## src/rtl/sprite_restore.sv

```systemverilog
// Restores a rectangular sprite area by copying background pixels from a selected
// map memory back to the screen, one pixel per cycle, with a fixed-latency read pipeline.
module sprite_restore #(
    parameter int SPR_W     = 2,
    parameter int SPR_H     = 2,
    parameter int SCREEN_W  = 160,
    parameter int SCREEN_H  = 120,
    parameter int BASE_ADDR = 19200,
    parameter int ADDR_W    = 16,
    parameter int X_W       = 8,
    parameter int Y_W       = 7,
    parameter int COLOR_W   = 9,
    parameter int COLOR_LSB = 8,
    parameter int NUM_MAPS  = 3,
    parameter int RD_LAT    = 1
) (
    input  logic                     clock,
    input  logic                     reset,
    input  logic                     start,
    input  logic [X_W-1:0]           iX,
    input  logic [Y_W-1:0]           iY,
    input  logic [1:0]               screen_sel,
    input  logic [32*NUM_MAPS-1:0]   map_q,
    output logic [ADDR_W-1:0]        address,
    output logic [X_W-1:0]           oX,
    output logic [Y_W-1:0]           oY,
    output logic [COLOR_W-1:0]       oColour,
    output logic                     plot,
    output logic                     busy,
    output logic                     done
);

    typedef enum logic [1:0] {IDLE, SCAN, DRAIN, DONE} state_t;

    localparam logic [ADDR_W-1:0] BASE_A  = ADDR_W'(BASE_ADDR);
    localparam logic [31:0]       BASE32  = 32'(BASE_ADDR);
    localparam logic [31:0]       SCR_W32 = 32'(SCREEN_W);
    localparam logic [31:0]       SCR_H32 = 32'(SCREEN_H);
    localparam logic [3:0]        LAST_I  = 4'(SPR_W - 1);
    localparam logic [3:0]        LAST_J  = 4'(SPR_H - 1);
    localparam logic [2:0]        LAST_D  = 3'(RD_LAT - 1);

    state_t             state;
    logic [X_W-1:0]     x_r;
    logic [Y_W-1:0]     y_r;
    logic [1:0]         sel_r;
    logic [3:0]         i_cnt;
    logic [3:0]         j_cnt;
    logic [2:0]         d_cnt;

    // Read-latency pipeline: one stage per memory cycle, carrying the pixel position.
    logic [RD_LAT-1:0]  pv;
    logic [X_W-1:0]     px [RD_LAT];
    logic [Y_W-1:0]     py [RD_LAT];

    logic [X_W:0]       xi;
    logic [Y_W:0]       yj;
    logic               clipped;
    logic               issue;
    logic [31:0]        full_addr;
    logic [31:0]        word;
    logic               unused_bits;

    // One extra bit so x+i / y+j never wrap before the clip test.
    assign xi        = {1'b0, x_r} + (X_W+1)'(i_cnt);
    assign yj        = {1'b0, y_r} + (Y_W+1)'(j_cnt);
    assign clipped   = (32'(xi) >= SCR_W32) || (32'(yj) >= SCR_H32);
    assign issue     = (state == SCAN) && !clipped;
    assign full_addr = BASE32 + SCR_W32 * 32'(yj) + 32'(xi);
    assign address   = issue ? full_addr[ADDR_W-1:0] : BASE_A;

    // NOTE: default assignment first so every path drives word and no latch is inferred.
    always_comb begin
        word = map_q[31:0];
        for (int m = 1; m < NUM_MAPS; m++) begin
            if (32'(sel_r) == 32'(m)) word = map_q[32*m +: 32];
        end
    end

    assign plot    = pv[RD_LAT-1];
    assign oX      = plot ? px[RD_LAT-1] : '0;
    assign oY      = plot ? py[RD_LAT-1] : '0;
    assign oColour = plot ? word[COLOR_LSB +: COLOR_W] : '0;
    assign busy    = (state == SCAN) || (state == DRAIN);
    assign done    = (state == DONE);

    assign unused_bits = ^{word, full_addr};

    // NOTE: sequential state uses non-blocking assignments so every stage samples pre-edge values.
    always_ff @(posedge clock or posedge reset) begin
        if (reset) begin
            state <= IDLE;
            x_r   <= '0;
            y_r   <= '0;
            sel_r <= '0;
            i_cnt <= '0;
            j_cnt <= '0;
            d_cnt <= '0;
            // NOTE: the pipeline is reset too, so an aborted run cannot leak a plot afterwards.
            pv    <= '0;
            for (int s = 0; s < RD_LAT; s++) begin
                px[s] <= '0;
                py[s] <= '0;
            end
        end else begin
            pv[0] <= issue;
            px[0] <= xi[X_W-1:0];
            py[0] <= yj[Y_W-1:0];
            for (int s = 1; s < RD_LAT; s++) begin
                pv[s] <= pv[s-1];
                px[s] <= px[s-1];
                py[s] <= py[s-1];
            end

            case (state)
                IDLE: begin
                    if (start) begin
                        x_r   <= iX;
                        y_r   <= iY;
                        sel_r <= screen_sel;
                        i_cnt <= '0;
                        j_cnt <= '0;
                        state <= SCAN;
                    end
                end
                SCAN: begin
                    if (i_cnt == LAST_I) begin
                        i_cnt <= '0;
                        if (j_cnt == LAST_J) begin
                            d_cnt <= '0;
                            state <= DRAIN;
                        end else begin
                            j_cnt <= j_cnt + 4'd1;
                        end
                    end else begin
                        i_cnt <= i_cnt + 4'd1;
                    end
                end
                DRAIN: begin
                    if (d_cnt == LAST_D) state <= DONE;
                    else                 d_cnt <= d_cnt + 3'd1;
                end
                DONE:    state <= IDLE;
                default: state <= IDLE;
            endcase
        end
    end

endmodule

```

## config.mk

```make
export PLATFORM = sky130hd
export DESIGN_NAME = sprite_restore
export DESIGN_NICKNAME = d
export VERILOG_FILES = /design/src/rtl/sprite_restore.sv
export SDC_FILE = /design/constraint.sdc
export NUM_CORES = 1
export LEC_CHECK = 0
export BUFFER_PORTS_ARGS = -buffer_cell sky130_fd_sc_hd__buf_4
export CAP_MARGIN = 20
export CORE_MARGIN = 2
export CORE_UTILIZATION = 52
export DETAILED_ROUTE_END_ITERATION = 10
export GPL_TIMING_DRIVEN = 0
export HOLD_SLACK_MARGIN = 0.08
export PLACE_DENSITY = 0.87
export SETUP_SLACK_MARGIN = 0.02
export SLEW_MARGIN = 20
export SYNTH_ARGS = -nofsm -noshare
export SYNTH_HDL_FRONTEND = slang
export SYNTH_SLANG_ARGS = --single-unit
```

## constraint.sdc

```tcl
create_clock -name clock -period 11.2 [get_ports clock]
set_input_delay 1.68 -clock clock [delete_from_list [all_inputs] [get_ports clock]]
set_output_delay 1.68 -clock clock [all_outputs]
set_load 0.01 [all_outputs]
```

== Yosys cells after proc, flatten, opt, wreduce, memory -nomap -nowiden ==
Index checks and enable logic that the tools add are counted.

* Flip-flop bits (word level): 46
* Input bits: 116
* Output and inout port bits: 43

* Add/subtract/negate cells: 7
* Multipliers: 1
* Order comparisons: 2
* Eq/ne operators: 13
* Multiplexer cells: 21
* Reduce and logical (&&, ||, !) cells: 13

{| class="wikitable"
|+ Operators with widths
! kind !! number
|-
| $mux 17 || 2
|-
| $add 15x16->16 const A || 1
|-
| $add 16x9->16 || 1
|-
| $mux 16 || 1
|-
| $mux 4 || 4
|-
| $pmux 4 s2 || 2
|-
| $reduce_and 4->1 || 3
|-
| $mul 3x8->11 const A || 1
|-
| $add 8x4->9 || 1
|-
| $ge 9x8->1 const B || 1
|-
| $mux 3 || 3
|-
| $mux 9 || 1
|-
| $add 4x1->4 const B || 2
|-
| $add 7x4->8 || 1
|-
| $eq 4x1->1 const B || 2
|-
| $ge 8x7->1 const B || 1
|-
| $mux 2 || 4
|-
| $mux 8 || 1
|-
| $pmux 2 s4 || 1
|-
| $mux 7 || 1
|-
| $eq 2x2->1 const B || 3
|-
| $ne 2x1->1 const B || 3
|-
| $ne 2x2->1 const B || 3
|-
| $pmux 3 s2 || 1
|-
| 9 further kinds || 13
|}

== Depth between registers and ports, before layout ==
* Depth in word-level cells: 6
* Mapped depth: 20
* Depth with buffers taken out: 20

== Worst setup path after synthesis ==
OpenSTA, ideal clock, no wires.

* Path kind: register -> output
* Start point: register j_cnt[1]
* End point: output address[13]
* Data arrival time: 3,783 ps
* Setup slack: 5,737 ps
* Stages on the path, launching flop included: 16
* Path buffers: 0
* Cell sequence: dfrtp_1 > ha_1 > a21o_1 > a21oi_1 > xor2_1 > inv_1 > ha_1 > ha_1 > fa_1 > a21o_1 > a21oi_1 > xnor2_1 > ha_1 > o41ai_1 > xor2_1 > nor2_1

* Longest elaborated chain between the ends: 6
* Elaborated cells on any way between the ends: 9
* Classes of those cells: 3 x add/sub; 1 x mul; 1 x order compare; 1 x mux; 3 x reduce/logical

{| class="wikitable"
|+ Ends and longest elaborated chain
! element !! line !! text
|-
| start, declared || 48 || <nowiki>logic [3:0] j_cnt;</nowiki>
|-
| start signal, assigned || 133 || <nowiki>j_cnt <= j_cnt + 4'd1;</nowiki>
|-
| $add 7x4->8 (*) || 66 || <nowiki>assign yj = {1'b0, y_r} + (Y_W+1)'(j_cnt);</nowiki>
|-
| net yj[3] || 57 || <nowiki>logic [Y_W:0] yj;</nowiki>
|-
| parallel branches: the longest is 4 deep, another holds $add 15x16->16 || n/a ||
|-
| $mux 16 (*) || 70 || <nowiki>assign address = issue ? full_addr[ADDR_W-1:0] : BASE_A;</nowiki>
|-
| end, declared || 24 || <nowiki>output logic [ADDR_W-1:0] address,</nowiki>
|}

Mark *: on every way through the listed nets, which the timed path passes.

== Final worst setup path ==
* Start point: register y_r[1]
* End point: output address[15]

* Longest elaborated chain between the ends: 6
* Elaborated cells on any way between the ends: 9
* Classes of those cells: 3 x add/sub; 1 x mul; 1 x order compare; 1 x mux; 3 x reduce/logical

{| class="wikitable"
|+ Ends and longest elaborated chain
! element !! line !! text
|-
| start, declared || 45 || <nowiki>logic [Y_W-1:0] y_r;</nowiki>
|-
| start signal, assigned || 119 || <nowiki>y_r <= iY;</nowiki>
|-
| $add 7x4->8 (*) || 66 ||
|-
| net yj[3] || 57 ||
|-
| parallel branches: the longest is 4 deep, another holds $add 15x16->16 || n/a ||
|-
| $mux 16 (*) || 70 ||
|}

Marks and branches as above.

==> flow_metrics.env <==
export IMPL_firstDrtPassIters=4
export IMPL_cts_sinks=46
export IMPL_r2r_start="j_cnt[0]"
export IMPL_drive_above_1_share_pct=31.5
export IMPL_clock_path_buffers=2
export IMPL_num_rows=30
export IMPL_finalWirelength_microns=7980
export IMPL_fin_nets=612
export IMPL_drv_cap=0
export IMPL_synth_top_area_share_pct=32.6
export IMPL_finalClockSkew_ns=0.00463
export IMPL_ctsResizeCount=0
export IMPL_chipHeight_microns=86.4
export IMPL_fin_ws_ns=4.86
export IMPL_grt_max_degree=37
export IMPL_die_area_sq_um=7460
export IMPL_endpoint="address[15]"
export IMPL_preCtsSetupSlack_ns=5.25
export IMPL_port_buffers=89
export IMPL_hold_violations=0
export IMPL_fmax_mhz=158
export IMPL_r2r_cells=9
export IMPL_cp_startpoint="y_r[1]"
export IMPL_dpl_hpwl_microns=6520
export IMPL_status="finished clean"
export IMPL_synthTopCellsByArea="dfrtp_1 (33%), ha_1 (14%), mux2_2 (8.3%)"
export IMPL_insertion_delay_ns=0.30
export IMPL_h_tree_depth=2
export IMPL_path_clk_slew_ns=0.08
export IMPL_hold_class="register to register"
export IMPL_ant_nets=0
export IMPL_setup_viol=0
export IMPL_io_pins=159
export IMPL_mappedNetlistArea_sq_um=3530
export IMPL_synth_edf_count=0
export IMPL_critPathKind="register to output port"
export IMPL_report_final_slew_viol_count=0
export IMPL_wl_per_cell_microns=14.9
export IMPL_syn_inst=356
export IMPL_antennaDiodeCount=0
export IMPL_fillCellCount=530
export IMPL_vias=2928
export IMPL_rrSetupSlack_ns=8.75
export IMPL_endpoint_kind="output port"
export IMPL_tightest_slew_ns=0.650
export IMPL_synth_distinct_cells=49
export IMPL_instances_no_fill=534
export IMPL_start_util_pct=52.8
export IMPL_cts_root_buf="clkbuf_8"
export IMPL_synthFlopType="dfrtp_1"
export IMPL_cts_hold_buf=0
export IMPL_r2r_end="plot"
export IMPL_yosysWarnings=0
export IMPL_period_share_pct=56.6
export IMPL_via_per_inst=5.48
export IMPL_area_growth_pct=24.9
export IMPL_slew_headroom_pct=56.6
export IMPL_grtUsageTotal_pct=22.0
export IMPL_first_iter_violations=127
export IMPL_critPathLaunchType="register"
export IMPL_holdWs_ns=0.483
export IMPL_tritoncts="built"
export IMPL_async_flop_share_pct=100
export IMPL_post_cts_buffers=0
export IMPL_rsz0062_at_grt="no"
export IMPL_antenna_found_initial=0
export IMPL_ys_seq_area_share_pct=32.6
export IMPL_synth_area_per_cell_sq_um=9.91
export IMPL_place_gp_congestion=0.825
export IMPL_cp_max_fo=4
export IMPL_first_global_vias=2986
export IMPL_gr_total_overflow=0
export IMPL_synth_top_area_cell="dfrtp_1"
export IMPL_cp_arrival_ns=4.66
export IMPL_layout_min_cycle_time_ns=6.34
export IMPL_die_x_microns=86.4
export IMPL_grt_pass1_wl_microns=13100
export IMPL_numCtsBuffers=5
export IMPL_drc_errors=0
export IMPL_min_from="d_cnt[2]"
export IMPL_tns_ns=0
export IMPL_syn_nets=515
export IMPL_dp_cells=526
export IMPL_ys_ff_latch=46
export IMPL_worstPathRequired_ns=9.52
export IMPL_core_area_sq_um=6680
==> worst min path at each step <==
| stage | endpoint | cells after the start |
|---|---|---|
| floorplan | d_cnt[2] | 1 |
| global placement | d_cnt[2] | 1 |
| detailed placement | d_cnt[2] | 1 |
| CTS | d_cnt[2] | 1 |
| global route | d_cnt[2] | 1 |
| finish | d_cnt[2] | 1 |
==> synthesized netlist by cell type (all sizes together), types with 2 or more instances <==
master  count
dfrtp      46
ha         39
inv        29
mux2       26
nand2      25
and2       20
nor2       19
o21ai      16
mux2i      12
nand3      11
xnor2      11
xor2       11
nor2b      10
a21oi       9
o211a       9
a211oi      6
nand2b      6
o31ai       5
a21o        4
buf         4
clkbuf      4
fa          4
nor3        3
nor3b       3
or2         3
and3        2
o21a        2
o221ai      2
o41ai       2
==> cells in the final DEF (no fill, tap or decap), drive strengths merged, types with 2 or more instances in the layout <==
cell	instances
a211oi	6
a21o	4
a21oi	9
and2	20
and3	2
buf	94
clkbuf	11
dfrtp	46
fa	4
ha	39
inv	29
mux2	26
mux2i	12
nand2	25
nand2b	6
nand3	11
nor2	19
nor2b	10
nor3	3
nor3b	3
o211a	9
o21a	2
o21ai	16
o221ai	2
o31ai	5
o41ai	2
or2	3
xnor2	11
xor2	11
==> cells by family (layout without fill, tap and decap cells) <==
logic type / Yosys count / in the layout / share of synthesized area [%]
other: 1 / 1 / 0.106
flip-flops: 46 / 46 / 32.6
multiplexers: 38 / 38 / 11.7
AND/OR/NAND/NOR: 103 / 103 / 15.5
XOR/XNOR: 22 / 22 / 5.46
adder cells (fa/ha/maj): 43 / 43 / 16.1
AO/OA/AOI/OAI: 66 / 66 / 14.4
buffers and inverters: 37 / 135 / 4.15
==> worst max-delay path: stages, from the launching register on <==
cell and delay, ns:
dfrtp_1 0.41, ha_1 0.32, a21o_1 0.17, a21oi_1 0.21, xor2_1 0.38, inv_1 0.15, ha_1 0.33, ha_1 0.24
fa_1 0.43, a21o_1 0.20, a21oi_1 0.16, xnor2_1 0.12, ha_1 0.26, o41ai_1 0.55, nand2b_1 0.17, a31oi_1 0.08
buf_4 0.18
==> metrics by stage <==
stage               area (sq um)  util, %
floorplan                   3530        -
global placement            4300     64.3
detailed placement          4320     64.6
CTS                         4410     66.0
global route                4410     66.0
finish                      4410     66.0
==> flip-flops by register name, indices dropped and copies added (netlist names) <==
name and flops:
x_r 8, j_cnt 4, sel_r 2, py 7
y_r 7, d_cnt 3, plot 1, i_cnt 4
state 2, px 8
==> cell type report <==
class / instances / area [sq um] / area share [%]
multi-input cells: 273 / 2230 / 50.6
flip-flops and latches: 46 / 1150 / 26.1
repair buffers: 90 / 688 / 15.6
inverters: 29 / 114 / 2.58
well taps: 80 / 100 / 2.27
clock buffers: 7 / 86.3 / 1.96
plain buffers: 8 / 32.5 / 0.738
clock inverters: 1 / 5.00 / 0.114
==> layer usage <==
metal	GRT usage, %	part of all wire [%]	vias up
li1	-	-	1442
met1	25.0	41	1374
met2	39.9	50	94
met3	5.33	6.8	18
met4	7.95	2.5	0
met5	0	0	-
Power is not shown: default switching activity piles up to over one toggle a cycle in this logic, so the estimate is an artifact.
